$ cat config.mk
export PLATFORM = sky130hd
export DESIGN_NAME = hazard_forward_ctrl_flat
export DESIGN_NICKNAME = d
export VERILOG_FILES = /design/src/rtl/hazard_forward_ctrl_pkg.sv /design/src/rtl/hazard_forward_ctrl_if.sv /design/src/rtl/hazard_forward_ctrl_fwd_match.sv /design/src/rtl/hazard_forward_ctrl.sv /design/src/flat_wrapper.sv
export SDC_FILE = /design/constraint.sdc
export NUM_CORES = 1
export LEC_CHECK = 0
export BUFFER_PORTS_ARGS = -buffer_cell sky130_fd_sc_hd__buf_2
export CAP_MARGIN = 20
export CORE_MARGIN = 3
export CORE_UTILIZATION = 53
export DETAILED_ROUTE_END_ITERATION = 16
export GPL_TIMING_DRIVEN = 1
export PLACE_DENSITY = 0.83
export SLEW_MARGIN = 25
export SYNTH_ARGS = -nofsm -noshare
export SYNTH_HDL_FRONTEND = slang
export SYNTH_HIERARCHICAL = 1
export SYNTH_SLANG_ARGS = --single-unit
$ cat constraint.sdc
create_clock -name clk -period 2.45 [get_ports clk]
set_input_delay 0.245 -clock clk [delete_from_list [all_inputs] [get_ports clk]]
set_output_delay 0.245 -clock clk [all_outputs]
set_load 0.05 [all_outputs]
$ cat src/rtl/hazard_forward_ctrl_pkg.sv
// hazard_pkg: shared types and constants for the hazard/forwarding controller.
//   state_t       - memory-wait FSM state (RUN, MEM_WAIT)
//   FWD_SEL_RF    - forward select value meaning "take the register file"
//   fwd_sel_w()   - width of one forward select for a given stage count
package hazard_pkg;

    typedef enum logic {
        RUN      = 1'b0,
        MEM_WAIT = 1'b1
    } state_t;

    localparam int FWD_SEL_RF = 0;

    // Select encodes 0 (register file) plus one code per forwarding stage.
    function automatic int fwd_sel_w(input int stages);
        return $clog2(stages + 1);
    endfunction

endpackage

$ cat src/rtl/hazard_forward_ctrl_if.sv
// hazard_forward_ctrl_if: bundle between the pipeline and the hazard unit.
//   Pipeline -> unit: source/destination addresses, write/load flags, mem_ready.
//   Unit -> pipeline: forward selects, stall/bubble/freeze, error and counters,
//   plus the FSM state for observation.
// Modports: master = pipeline side, slave = hazard_forward_ctrl.
//
// Handshake: there is no valid/ready pair here. The only flow-control signal is
// mem_ready, which qualifies a load sitting in EX/MEM (stage0_is_load). While
// stage0_is_load=1 and mem_ready=0 the pipeline must hold every register
// (freeze); the cycle mem_ready=1 is seen, the load data is taken and the
// pipeline advances on that edge.
interface hazard_forward_ctrl_if
    import hazard_pkg::*;
#(
    parameter int REG_AW     = 5,
    parameter int NUM_SRC    = 2,
    parameter int FWD_STAGES = 2,
    parameter int CNT_W      = 32
);
    localparam int SEL_W = fwd_sel_w(FWD_STAGES);

    logic [NUM_SRC*REG_AW-1:0]    ex_src_flat;
    logic [NUM_SRC*REG_AW-1:0]    id_src_flat;
    logic                         id_valid;
    logic [REG_AW-1:0]            ex_rd;
    logic                         ex_regwrite;
    logic                         ex_is_load;
    logic [FWD_STAGES*REG_AW-1:0] stage_rd_flat;
    logic [FWD_STAGES-1:0]        stage_regwrite;
    logic                         stage0_is_load;
    logic                         mem_ready;

    logic [NUM_SRC*SEL_W-1:0]     forward_sel_flat;
    logic                         stall;
    logic                         bubble;
    logic                         freeze;
    logic                         err_timeout;
    logic [CNT_W-1:0]             stall_cycles;
    logic [CNT_W-1:0]             load_use_events;
    state_t                       state;

    modport master (
        output ex_src_flat, id_src_flat, id_valid, ex_rd, ex_regwrite, ex_is_load,
               stage_rd_flat, stage_regwrite, stage0_is_load, mem_ready,
        input  forward_sel_flat, stall, bubble, freeze, err_timeout,
               stall_cycles, load_use_events, state
    );

    modport slave (
        input  ex_src_flat, id_src_flat, id_valid, ex_rd, ex_regwrite, ex_is_load,
               stage_rd_flat, stage_regwrite, stage0_is_load, mem_ready,
        output forward_sel_flat, stall, bubble, freeze, err_timeout,
               stall_cycles, load_use_events, state
    );

endinterface

$ cat src/rtl/hazard_forward_ctrl_fwd_match.sv
// fwd_match: compares one EX source address against every forwarding stage and
// returns a priority-encoded select (0 = register file, k+1 = stage k).
//   src            in  source register address
//   stage_rd_flat  in  destination per stage, stage k at [k*REG_AW +: REG_AW]
//   stage_regwrite in  write flag per stage
//   sel            out forward select, youngest (lowest k) matching stage wins
module fwd_match
    import hazard_pkg::*;
#(
    parameter int REG_AW     = 5,
    parameter int FWD_STAGES = 2,
    parameter int SEL_W      = fwd_sel_w(FWD_STAGES)
) (
    input  logic [REG_AW-1:0]            src,
    input  logic [FWD_STAGES*REG_AW-1:0] stage_rd_flat,
    input  logic [FWD_STAGES-1:0]        stage_regwrite,
    output logic [SEL_W-1:0]             sel
);

    logic [REG_AW-1:0] rd_k;

    // Walk from the oldest stage to the youngest so the last assignment is the
    // youngest match. A stage writing r0 never matches, so src==0 always
    // resolves to the register file.
    always_comb begin
        sel  = SEL_W'(FWD_SEL_RF);
        rd_k = '0;
        for (int k = FWD_STAGES - 1; k >= 0; k--) begin
            rd_k = stage_rd_flat[k*REG_AW +: REG_AW];
            if (stage_regwrite[k] && (rd_k != '0) && (rd_k == src)) begin
                sel = SEL_W'(k + 1);
            end
        end
    end

endmodule

$ cat src/rtl/hazard_forward_ctrl.sv
// hazard_forward_ctrl: operand forwarding selection, load-use stall/bubble
// generation, memory-wait freeze FSM with timeout, and saturating counters.
//   clk  in  clock
//   rst  in  synchronous active-high reset
//   bus  slave modport of hazard_forward_ctrl_if (all pipeline-facing signals)
module hazard_forward_ctrl
    import hazard_pkg::*;
#(
    parameter int REG_AW     = 5,
    parameter int NUM_SRC    = 2,
    parameter int FWD_STAGES = 2,
    parameter int SEL_W      = fwd_sel_w(FWD_STAGES),
    parameter int TIMEOUT    = 64,
    parameter int CNT_W      = 32
) (
    input  logic                 clk,
    input  logic                 rst,
    hazard_forward_ctrl_if.slave bus
);

    localparam int WC_W = $clog2(TIMEOUT + 1);

    state_t                   state_q;
    state_t                   state_d;
    logic [WC_W-1:0]          wait_cnt;
    logic                     err_q;
    logic [CNT_W-1:0]         stall_cnt_q;
    logic [CNT_W-1:0]         lu_cnt_q;

    logic [NUM_SRC*SEL_W-1:0] sel_raw;
    logic                     src_hit;
    logic                     load_use_hit;
    logic                     freeze_raw;
    logic                     stall_o;
    logic                     bubble_o;
    logic                     freeze_o;

    // ---------------- forwarding ----------------
    for (genvar s = 0; s < NUM_SRC; s++) begin : g_src
        fwd_match #(
            .REG_AW    (REG_AW),
            .FWD_STAGES(FWD_STAGES),
            .SEL_W     (SEL_W)
        ) u_match (
            .src           (bus.ex_src_flat[s*REG_AW +: REG_AW]),
            .stage_rd_flat (bus.stage_rd_flat),
            .stage_regwrite(bus.stage_regwrite),
            .sel           (sel_raw[s*SEL_W +: SEL_W])
        );
    end

    assign bus.forward_sel_flat = rst ? '0 : sel_raw;

    // ---------------- hazard detection ----------------
    always_comb begin
        src_hit = 1'b0;
        for (int s = 0; s < NUM_SRC; s++) begin
            if (bus.id_src_flat[s*REG_AW +: REG_AW] == bus.ex_rd) begin
                src_hit = 1'b1;
            end
        end
    end

    assign load_use_hit = bus.id_valid & bus.ex_regwrite & bus.ex_is_load &
                          (bus.ex_rd != '0) & src_hit;

    // Freeze is driven straight from the inputs in either state so the
    // pipeline holds in the very cycle the load is found waiting.
    assign freeze_raw = bus.stage0_is_load & ~bus.mem_ready;

    // ---------------- FSM: state register ----------------
    always_ff @(posedge clk) begin
        if (rst) begin
            state_q <= RUN;
        end else begin
            state_q <= state_d;
        end
    end

    // ---------------- FSM: next state ----------------
    always_comb begin
        state_d = state_q;
        case (state_q)
            RUN:      if (freeze_raw)  state_d = MEM_WAIT;
            MEM_WAIT: if (!freeze_raw) state_d = RUN;
            default:  state_d = RUN;
        endcase
    end

    // ---------------- FSM: outputs ----------------
    // Freeze dominates a load-use hit: the bubble is withheld while frozen and
    // the hit is re-evaluated in the cycle mem_ready arrives.
    always_comb begin
        freeze_o = 1'b0;
        stall_o  = 1'b0;
        bubble_o = 1'b0;
        if (!rst) begin
            freeze_o = freeze_raw;
            stall_o  = load_use_hit & ~freeze_raw;
            bubble_o = load_use_hit & ~freeze_raw;
        end
    end

    assign bus.freeze = freeze_o;
    assign bus.stall  = stall_o;
    assign bus.bubble = bubble_o;
    assign bus.state  = state_q;

    // ---------------- wait counter and timeout ----------------
    always_ff @(posedge clk) begin
        if (rst) begin
            wait_cnt <= '0;
            err_q    <= 1'b0;
        end else if (!freeze_raw) begin
            wait_cnt <= '0;
        end else begin
            if (wait_cnt != WC_W'(TIMEOUT)) begin
                wait_cnt <= wait_cnt + 1'b1;
            end
            // Sticky: the FSM keeps waiting, only reset clears the flag.
            if (wait_cnt == WC_W'(TIMEOUT - 1)) begin
                err_q <= 1'b1;
            end
        end
    end

    assign bus.err_timeout = err_q;

    // ---------------- performance counters ----------------
    always_ff @(posedge clk) begin
        if (rst) begin
            stall_cnt_q <= '0;
            lu_cnt_q    <= '0;
        end else begin
            if ((stall_o | freeze_o) && (stall_cnt_q != '1)) begin
                stall_cnt_q <= stall_cnt_q + 1'b1;
            end
            if (bubble_o && (lu_cnt_q != '1)) begin
                lu_cnt_q <= lu_cnt_q + 1'b1;
            end
        end
    end

    assign bus.stall_cycles    = stall_cnt_q;
    assign bus.load_use_events = lu_cnt_q;

endmodule

$ cat src/flat_wrapper.sv
// flat-port wrapper written by rule: the top's interface ports become plain ports
module hazard_forward_ctrl_flat import hazard_pkg::*;
#(
    parameter int REG_AW     = 5,
    parameter int NUM_SRC    = 2,
    parameter int FWD_STAGES = 2,
    parameter int SEL_W      = fwd_sel_w(FWD_STAGES),
    parameter int TIMEOUT    = 64,
    parameter int CNT_W      = 32
)
  (clk, rst, bus_ex_src_flat, bus_id_src_flat, bus_id_valid, bus_ex_rd, bus_ex_regwrite, bus_ex_is_load, bus_stage_rd_flat, bus_stage_regwrite, bus_stage0_is_load, bus_mem_ready, bus_forward_sel_flat, bus_stall, bus_bubble, bus_freeze, bus_err_timeout, bus_stall_cycles, bus_load_use_events, bus_state);
  hazard_forward_ctrl_if #(.REG_AW(REG_AW), .NUM_SRC(NUM_SRC), .FWD_STAGES(FWD_STAGES), .CNT_W(CNT_W)) bus_i ();
  input  logic clk;
  input  logic rst;
  input wire logic [$bits(bus_i.ex_src_flat)-1:0] bus_ex_src_flat;
  input wire logic [$bits(bus_i.id_src_flat)-1:0] bus_id_src_flat;
  input wire logic [$bits(bus_i.id_valid)-1:0] bus_id_valid;
  input wire logic [$bits(bus_i.ex_rd)-1:0] bus_ex_rd;
  input wire logic [$bits(bus_i.ex_regwrite)-1:0] bus_ex_regwrite;
  input wire logic [$bits(bus_i.ex_is_load)-1:0] bus_ex_is_load;
  input wire logic [$bits(bus_i.stage_rd_flat)-1:0] bus_stage_rd_flat;
  input wire logic [$bits(bus_i.stage_regwrite)-1:0] bus_stage_regwrite;
  input wire logic [$bits(bus_i.stage0_is_load)-1:0] bus_stage0_is_load;
  input wire logic [$bits(bus_i.mem_ready)-1:0] bus_mem_ready;
  output wire logic [$bits(bus_i.forward_sel_flat)-1:0] bus_forward_sel_flat;
  output wire logic [$bits(bus_i.stall)-1:0] bus_stall;
  output wire logic [$bits(bus_i.bubble)-1:0] bus_bubble;
  output wire logic [$bits(bus_i.freeze)-1:0] bus_freeze;
  output wire logic [$bits(bus_i.err_timeout)-1:0] bus_err_timeout;
  output wire logic [$bits(bus_i.stall_cycles)-1:0] bus_stall_cycles;
  output wire logic [$bits(bus_i.load_use_events)-1:0] bus_load_use_events;
  output wire logic [$bits(bus_i.state)-1:0] bus_state;
  assign bus_i.ex_src_flat = bus_ex_src_flat;
  assign bus_i.id_src_flat = bus_id_src_flat;
  assign bus_i.id_valid = bus_id_valid;
  assign bus_i.ex_rd = bus_ex_rd;
  assign bus_i.ex_regwrite = bus_ex_regwrite;
  assign bus_i.ex_is_load = bus_ex_is_load;
  assign bus_i.stage_rd_flat = bus_stage_rd_flat;
  assign bus_i.stage_regwrite = bus_stage_regwrite;
  assign bus_i.stage0_is_load = bus_stage0_is_load;
  assign bus_i.mem_ready = bus_mem_ready;
  assign bus_forward_sel_flat = bus_i.forward_sel_flat;
  assign bus_stall = bus_i.stall;
  assign bus_bubble = bus_i.bubble;
  assign bus_freeze = bus_i.freeze;
  assign bus_err_timeout = bus_i.err_timeout;
  assign bus_stall_cycles = bus_i.stall_cycles;
  assign bus_load_use_events = bus_i.load_use_events;
  assign bus_state = bus_i.state;
  hazard_forward_ctrl #(.REG_AW(REG_AW), .NUM_SRC(NUM_SRC), .FWD_STAGES(FWD_STAGES), .SEL_W(SEL_W), .TIMEOUT(TIMEOUT), .CNT_W(CNT_W)) u_core (.clk(clk), .rst(rst), .bus(bus_i));
endmodule
==> summary.txt, run 1 <==
PLACED DESIGN
----------------------------------------------------------------------------------------
Weighted congestion reported at the end of routability-driven placement ...        0.846
Placed cell areas .........................................................   4950 sq um
Half-perimeter wire length after placement ................................      8270 um
# port buffers ............................................................          116

YOSYS
----------------------------------------------------------------------------------------
Unique masters post-synth .................................................           51
Synth top area share ......................................................        34.8%
Most frequent cell after synthesis ........................................      dfxtp_1
Gate count after technology mapping .......................................          519
Yosys warning total .......................................................            6
Synthesized area per cell .................................................   8.10 sq um
Ys flop type ..............................................................      dfxtp_1
Number of flops mapped to enable cells by yosys ...........................            0
Number of register bits inferred by synthesis .............................           73
Cell types occupying the most area after synthesis ........................ dfxtp_1 35%, a21oi_1 5.0%, xnor2_1 4.8%, nand3_1 4.8%, nor2_1 4.1%
Synth async-reset ratio ...................................................           0%
Yosys top cell by area ....................................................      dfxtp_1
Nets in the synthesized netlist ...........................................          567
Commonest cells post-synth ................................................ 73 x dfxtp_1, 46 x nor2_1, 42 x a21oi_1
Netlist area before placement .............................................   4200 sq um
Part of the Yosys area used for sequential elements .......................        34.8%

DETAILED ROUTING
----------------------------------------------------------------------------------------
Wire length per cell after detailed routing ...............................      15.4 um
Wire length reported by the detailed router ...............................     11400 um
Vias ......................................................................         4464
Length of routed met2 wiring ..............................................      5510 um
Number of search-and-repair iterations in the first detailed-routing pass .            5
Detailed-route DRC error count ............................................            0
DR iter-0 viols ...........................................................          317
Met1 layer wirelength in the final routing ................................      4860 um
Met3 Routed Length ........................................................       788 um
Top routing layer in use ..................................................         met4
Count of nets left with antenna violations after detail routing ...........            0
Ratio of routed vias to standard cells ....................................         6.02

TIMING
----------------------------------------------------------------------------------------
Fin Hold WS ...............................................................       413 ps
Sum Neg Setup Slack .......................................................         0 ps
Final-report setup violation count ........................................            0
Highest achievable clock rate .............................................      445 MHz
Max-slew violations .......................................................            0
Final period utilization ..................................................        91.6%
Max-Slew Margin vs Limit ..................................................        46.9%
Layout Skew ...............................................................      10.5 ps
RSZ-0062 raised after global routing ......................................        false
Min Clock Period, post-route ..............................................      2250 ps
Final hold violation count ................................................            0
Worst Max-Slew Pin Slew ...................................................       796 ps

POWER AND IR DROP
----------------------------------------------------------------------------------------
Leak Pwr ..................................................................      1.96 nW
Maximum resistive drop on vdd .............................................     0.236 mV
Pwr per Cell Area .........................................................  451 nW/um^2

GLOBAL ROUTING
----------------------------------------------------------------------------------------
Vias in the first global route ............................................         4012
First-pass GRT wire length ................................................     18400 um
Remaining Overflow, GRT ...................................................            0
Total global routing track utilization ....................................        25.1%
Number of antenna violations at the first check in global routing .........            0
Maximum number of pins on one net before global-route repair ..............           79

CLOCK NETWORK
----------------------------------------------------------------------------------------
Resized cells post-CTS ....................................................            0
# clock sinks .............................................................           73
Number of buffers between clock root and the deepest sink .................            2
CTS H-tree lvls ...........................................................            3
Total clock buffers created by CTS ........................................            9
Register clock-pin slew on the reported worst setup and hold paths ........        80 ps
TritonCTS clock tree ......................................................          yes
Worst-skew pair later-pin latency .........................................       350 ps
Clk root buf ..............................................................     clkbuf_8
# Post-CTS Setup Buffers ..................................................            0
Number of buffers inserted by hold repair at cts ..........................            0

SETUP PATH
----------------------------------------------------------------------------------------
Startpoint class of the critical path .....................................         flop
Critical Path End Type ....................................................         flop
Category of the most critical setup path .................................. flop to flop
Critical path required time ...............................................      2690 ps
Worst Path Max Fanout .....................................................            6
Worst endpoint data arrival time ..........................................      2480 ps

FINISH
----------------------------------------------------------------------------------------
Final core occ ............................................................        68.8%
Proportion of layout cells with a drive suffix above 1 ....................        28.0%
Number of diodes added for antenna fixing .................................            0
Nets ......................................................................          686
Area delta synth->final ...................................................        22.6%
Finished layout cell area .................................................   5150 sq um

FLOORPLAN
----------------------------------------------------------------------------------------
Top-level port count ......................................................          117
Site row count ............................................................           31
Starting density of the core ..............................................        56.1%
Area of the core ..........................................................   7490 sq um
Die boundary height .......................................................      95.1 um
Die Footprint .............................................................   9030 sq um
Die extent in x ...........................................................      95.1 um

FLOW RUN
----------------------------------------------------------------------------------------
Number of max-cap violations ..............................................            0

OUTCOME
----------------------------------------------------------------------------------------
Outcome ................................................................... finished, final reports clean

MIN PATH
----------------------------------------------------------------------------------------
Type of the worst min-delay path .......................................... input port to flop

registers in the layout, summed over array words and instances, names as in the netlist:
signal,count
u_core/bus.stall_cycles,32
u_core/bus.load_use_events,32
u_core/bus.err_timeout,1
u_core/bus.state,1
u_core/wait_cnt,7
report_power, final:
group / internal (W) / switching [W]
clock network: 0.000468 / 0.000466
logic: 0.0000812 / 0.000119
registers: 0.00119 / 0.00000275
path summary, 6_finish.rpt:
kind	from	cells after the start	to	slack, ps
worst max-delay path	u_core/bus.stall_cycles[5]	6	u_core/bus.stall_cycles[27]	200
worst min-delay path	rst	5	u_core/bus.state	410
worst max register to register	u_core/bus.stall_cycles[5]	6	u_core/bus.stall_cycles[27]	200
worst min register to register	u_core/bus.err_timeout	2	u_core/bus.err_timeout	470
kinds of logic (layout without fill, tap and decap cells):
kind of cell             Yosys count  after routing  share of synthesized area [%]
AND/OR/NAND/NOR                  249            249                           32.2
AO/OA/AOI/OAI                    104            104                           16.3
flip-flops                        73             73                           34.8
buffers and inverters             38            162                           3.99
XOR/XNOR                          34             34                           7.09
multiplexers                      17             17                           4.47
adder cells (fa/ha/maj)            4              4                           1.19
routing by layer:
layer / up-vias / track usage [%]
li1: 2174 / -
met1: 2097 / 30.6
met2: 165 / 43.1
met3: 28 / 5.29
met4: 0 / 9.86
met5: - / 0
placed cells by master (no fill, tap or decap), types with 11 or more instances in the layout:
cell / instances
a21oi_1: 41
buf_2: 116
buf_4: 14
dfxtp_1: 67
inv_1: 14
mux2_2: 11
nand2_1: 40
nand3_1: 40
nand4_1: 19
nor2_1: 46
nor2b_1: 17
nor3_1: 14
o21ai_0: 17
o31ai_1: 18
or3_1: 13
or4_1: 20
xnor2_1: 23
xor2_1: 11
through the flow:
step	total power (W)	worst slack, ps	cells
floorplan	0.00133	4.66	519
global placement	0.00141	187	726
detailed placement	0.00141	116	726
CTS	0.00234	116	742
global route	0.00242	51.0	742
finish	0.00232	205	742
critical path: stages, from the launching register on:
cell and delay [ps]:
dfxtp_1 390, nand4_1 190, nor4_2 430, nand2_2 190, a211o_1 350, nor3_1 240
mux2_2 350
area by class of cell:
cell class                 count  area (sq um)
multi-input combinational    408          2580
fill                         607          2330
sequential                    73          1470
timing repair buffer         132           726
clock buffer                   9           124
tap                           99           124
clock inverter                 7          71.3
inverter                      14          52.6
Note: power is estimated with default switching activity, not from simulation.
==> inputs of run 2 (changes only) <==
- BUFFER_PORTS_ARGS: -buffer_cell sky130_fd_sc_hd__buf_2 -> unset
- CORE_UTILIZATION: 53 -> 60
- DONT_BUFFER_PORTS: unset -> 1
- PLACE_DENSITY: 0.83 -> 0.78
==> run 2 against run 1 <==
Hold slack got worse by 310 ps. Non-clock buffer count fell by 46. Clock power rose by 2.2%. Register-to-register slack got worse by 80 ps. Maximum frequency fell by 3.4%. Die area fell by 11%. Wire length rose by 4.6%. Power fell by 1.7%. Via count fell by 1.8%. Final area fell by 1.3%. Sequential cell count did not move. Critical endpoint is now u_core/bus.stall_cycles[21]. Largest power group unchanged. Highest routed layer unchanged.
==> summary.txt, run 2 (synthesis gave the netlist of run 1 again) <==
FINISH
----------------------------------------------------------------------------------------
Number of diodes added for antenna fixing .................................            0
Nets ......................................................................          640
Area delta synth->final ...................................................        21.0%
Top library cells by usage in the layout, fill and taps aside ............. 84 x buf_4, 67 x dfxtp_1, 45 x nor2_1, 41 x nand2_1, 41 x a21oi_1
Proportion of layout cells with a drive suffix above 1 ....................        21.9%
Finished layout cell area .................................................   5090 sq um
Final core occ ............................................................        77.4%
Most frequent standard cell in the layout excluding fill and tap cells ....        buf_4

DETAILED ROUTING
----------------------------------------------------------------------------------------
Met3 Routed Length ........................................................       878 um
Count of nets left with antenna violations after detail routing ...........            0
Detailed-route DRC error count ............................................            0
Wire length reported by the detailed router ...............................     12000 um
Met1 layer wirelength in the final routing ................................      4730 um
Wire length per cell after detailed routing ...............................      17.4 um
Vias ......................................................................         4385
Ratio of routed vias to standard cells ....................................         6.36
Number of search-and-repair iterations in the first detailed-routing pass .            5
Top routing layer in use ..................................................         met4
DR iter-0 viols ...........................................................          218
Length of routed met2 wiring ..............................................      6080 um

GLOBAL ROUTING
----------------------------------------------------------------------------------------
Number of antenna violations at the first check in global routing .........            0
First-pass GRT wire length ................................................     19300 um
Maximum number of pins on one net before global-route repair ..............           42
Remaining Overflow, GRT ...................................................            0
Total global routing track utilization ....................................        30.4%
Vias in the first global route ............................................         4286

TIMING
----------------------------------------------------------------------------------------
Layout Skew ...............................................................      10.9 ps
Final-report setup violation count ........................................            0
Worst setup margin ........................................................       127 ps
Max-Slew Margin vs Limit ..................................................        59.2%
Min Clock Period, post-route ..............................................      2320 ps
Worst Max-Slew Pin Slew ...................................................       611 ps
Final hold violation count ................................................            0
Sum Neg Setup Slack .......................................................         0 ps
Highest achievable clock rate .............................................      430 MHz
Final period utilization ..................................................        94.8%
Max-slew violations .......................................................            0
RSZ-0062 raised after global routing ......................................        false

FLOORPLAN
----------------------------------------------------------------------------------------
Die boundary height .......................................................      89.7 um
Area of the core ..........................................................   6570 sq um
Top-level port count ......................................................          117
Starting density of the core ..............................................        64.0%
Die extent in x ...........................................................      89.7 um
Die Footprint .............................................................   8050 sq um
Site row count ............................................................           29

PLACED DESIGN
----------------------------------------------------------------------------------------
# port buffers ............................................................            0
Placed cell areas .........................................................   4870 sq um
Setup slack at placement ..................................................       250 ps
Half-perimeter wire length after placement ................................      8310 um
Weighted congestion reported at the end of routability-driven placement ...        0.901

POWER AND IR DROP
----------------------------------------------------------------------------------------
Leak Pwr ..................................................................      1.77 nW
Pwr per Cell Area .........................................................  449 nW/um^2
Maximum resistive drop on vdd .............................................     0.275 mV

SETUP PATH
----------------------------------------------------------------------------------------
Worst Path Max Fanout .....................................................            6
Most common cell on crit path .............................................      nand2_1
Worst endpoint data arrival time ..........................................      2590 ps
Startpoint class of the critical path .....................................         flop
Worst Path Buf+Inv ........................................................            1
Critical path's largest stage delay .......................................       510 ps
Critical path required time ...............................................      2720 ps
Slowest cell on crit path .................................................       or4b_1
Kind of cell adding the most delay to the critical path ................... simple AND/OR/NAND/NOR gates
Worst path depth ..........................................................            7
Ordered list of cells on the worst path ................................... buf_4, nand2_1, nor4_2, nand2_1, a211oi_1, or4b_1, a21oi_1
Critical Path End Type ....................................................         flop
Category of the most critical setup path .................................. flop to flop
Number of cells on the worst reg-to-reg path ..............................            7

CLOCK NETWORK
----------------------------------------------------------------------------------------
CTS H-tree lvls ...........................................................            3
TritonCTS clock tree ......................................................          yes
# Post-CTS Setup Buffers ..................................................            0
Number of buffers between clock root and the deepest sink .................            2
Worst-skew pair later-pin latency .........................................       350 ps
Resized cells post-CTS ....................................................            0
Clk root buf ..............................................................     clkbuf_8
Total clock buffers created by CTS ........................................            9
# clock sinks .............................................................           73
Register clock-pin slew on the reported worst setup and hold paths ........        80 ps

FLOW RUN
----------------------------------------------------------------------------------------
Number of max-cap violations ..............................................            0

OUTCOME
----------------------------------------------------------------------------------------
Outcome ................................................................... finished, final reports clean

MIN PATH
----------------------------------------------------------------------------------------
Hold path cells ...........................................................            2
Type of the worst min-delay path .......................................... input port to flop

-- run 2: path summary, 6_finish.rpt --
path | start | to | slack (ps)
hold reg to reg | u_core/bus.load_use_events[5] | u_core/bus.load_use_events[5] | 520
setup reg to reg | u_core/bus.stall_cycles[1] | u_core/bus.stall_cycles[21] | 130
setup / recovery | u_core/bus.stall_cycles[1] | u_core/bus.stall_cycles[21] | 130
hold / removal | rst | u_core/bus.load_use_events[24] | 100
-- run 2: routing by layer --
layer | global-route usage (%) | up-vias
li1 | - | 2075
met5 | 0 | -
met3 | 9.12 | 33
met4 | 11.6 | 0
met1 | 32.4 | 2077
met2 | 55.8 | 200
-- run 2: what timing repair did --
| action | 4_1_cts | 5_1_grt |
|---|---|---|
| hold endpoints to repair | 41 | 0 |
| hold buffers | 1 | 0 |
| setup endpoints to repair | 0 | 0 |
-- run 2: layout make-up --
class | instances | area, sq um
Multi-Input combinational cell | 408 | 2580
Inverter | 14 | 52.6
Clock buffer | 12 | 145
Sequential cell | 73 | 1470
Fill cell | 479 | 1480
Clock inverter | 4 | 52.6
Tap cell | 93 | 116
Timing Repair Buffer | 86 | 671
-- run 2: power by group --
part	leakage (nW)	internal (W)	switching (W)	total [W]
clock	0.101	0.000501	0.000454	0.000955
combinational	1.08	0.0000615	0.0000760	0.000137
sequential	0.591	0.00119	0.00000509	0.00119
total	1.77	0.00175	0.000535	0.00229
-- run 2: metrics by stage --
step | hold slack [ps] | power (W) | cells
finish | 100 | 0.00229 | 690
global route | 94.9 | 0.00236 | 690
CTS | 76.4 | 0.00229 | 690
detailed placement | 324 | 0.00134 | 673
global placement | 319 | 0.00134 | 673
floorplan | 477 | 0.00133 | 519
-- run 2: worst register-to-register path, delay by kind of cell, from the launching register on --
| family | cells | cell delay [ps] |
|---|---|---|
| buffers and inverters | 1 | 210 |
| flip-flops | 1 | 330 |
| AO/OA/AOI/OAI | 2 | 580 |
| AND/OR/NAND/NOR | 4 | 1130 |
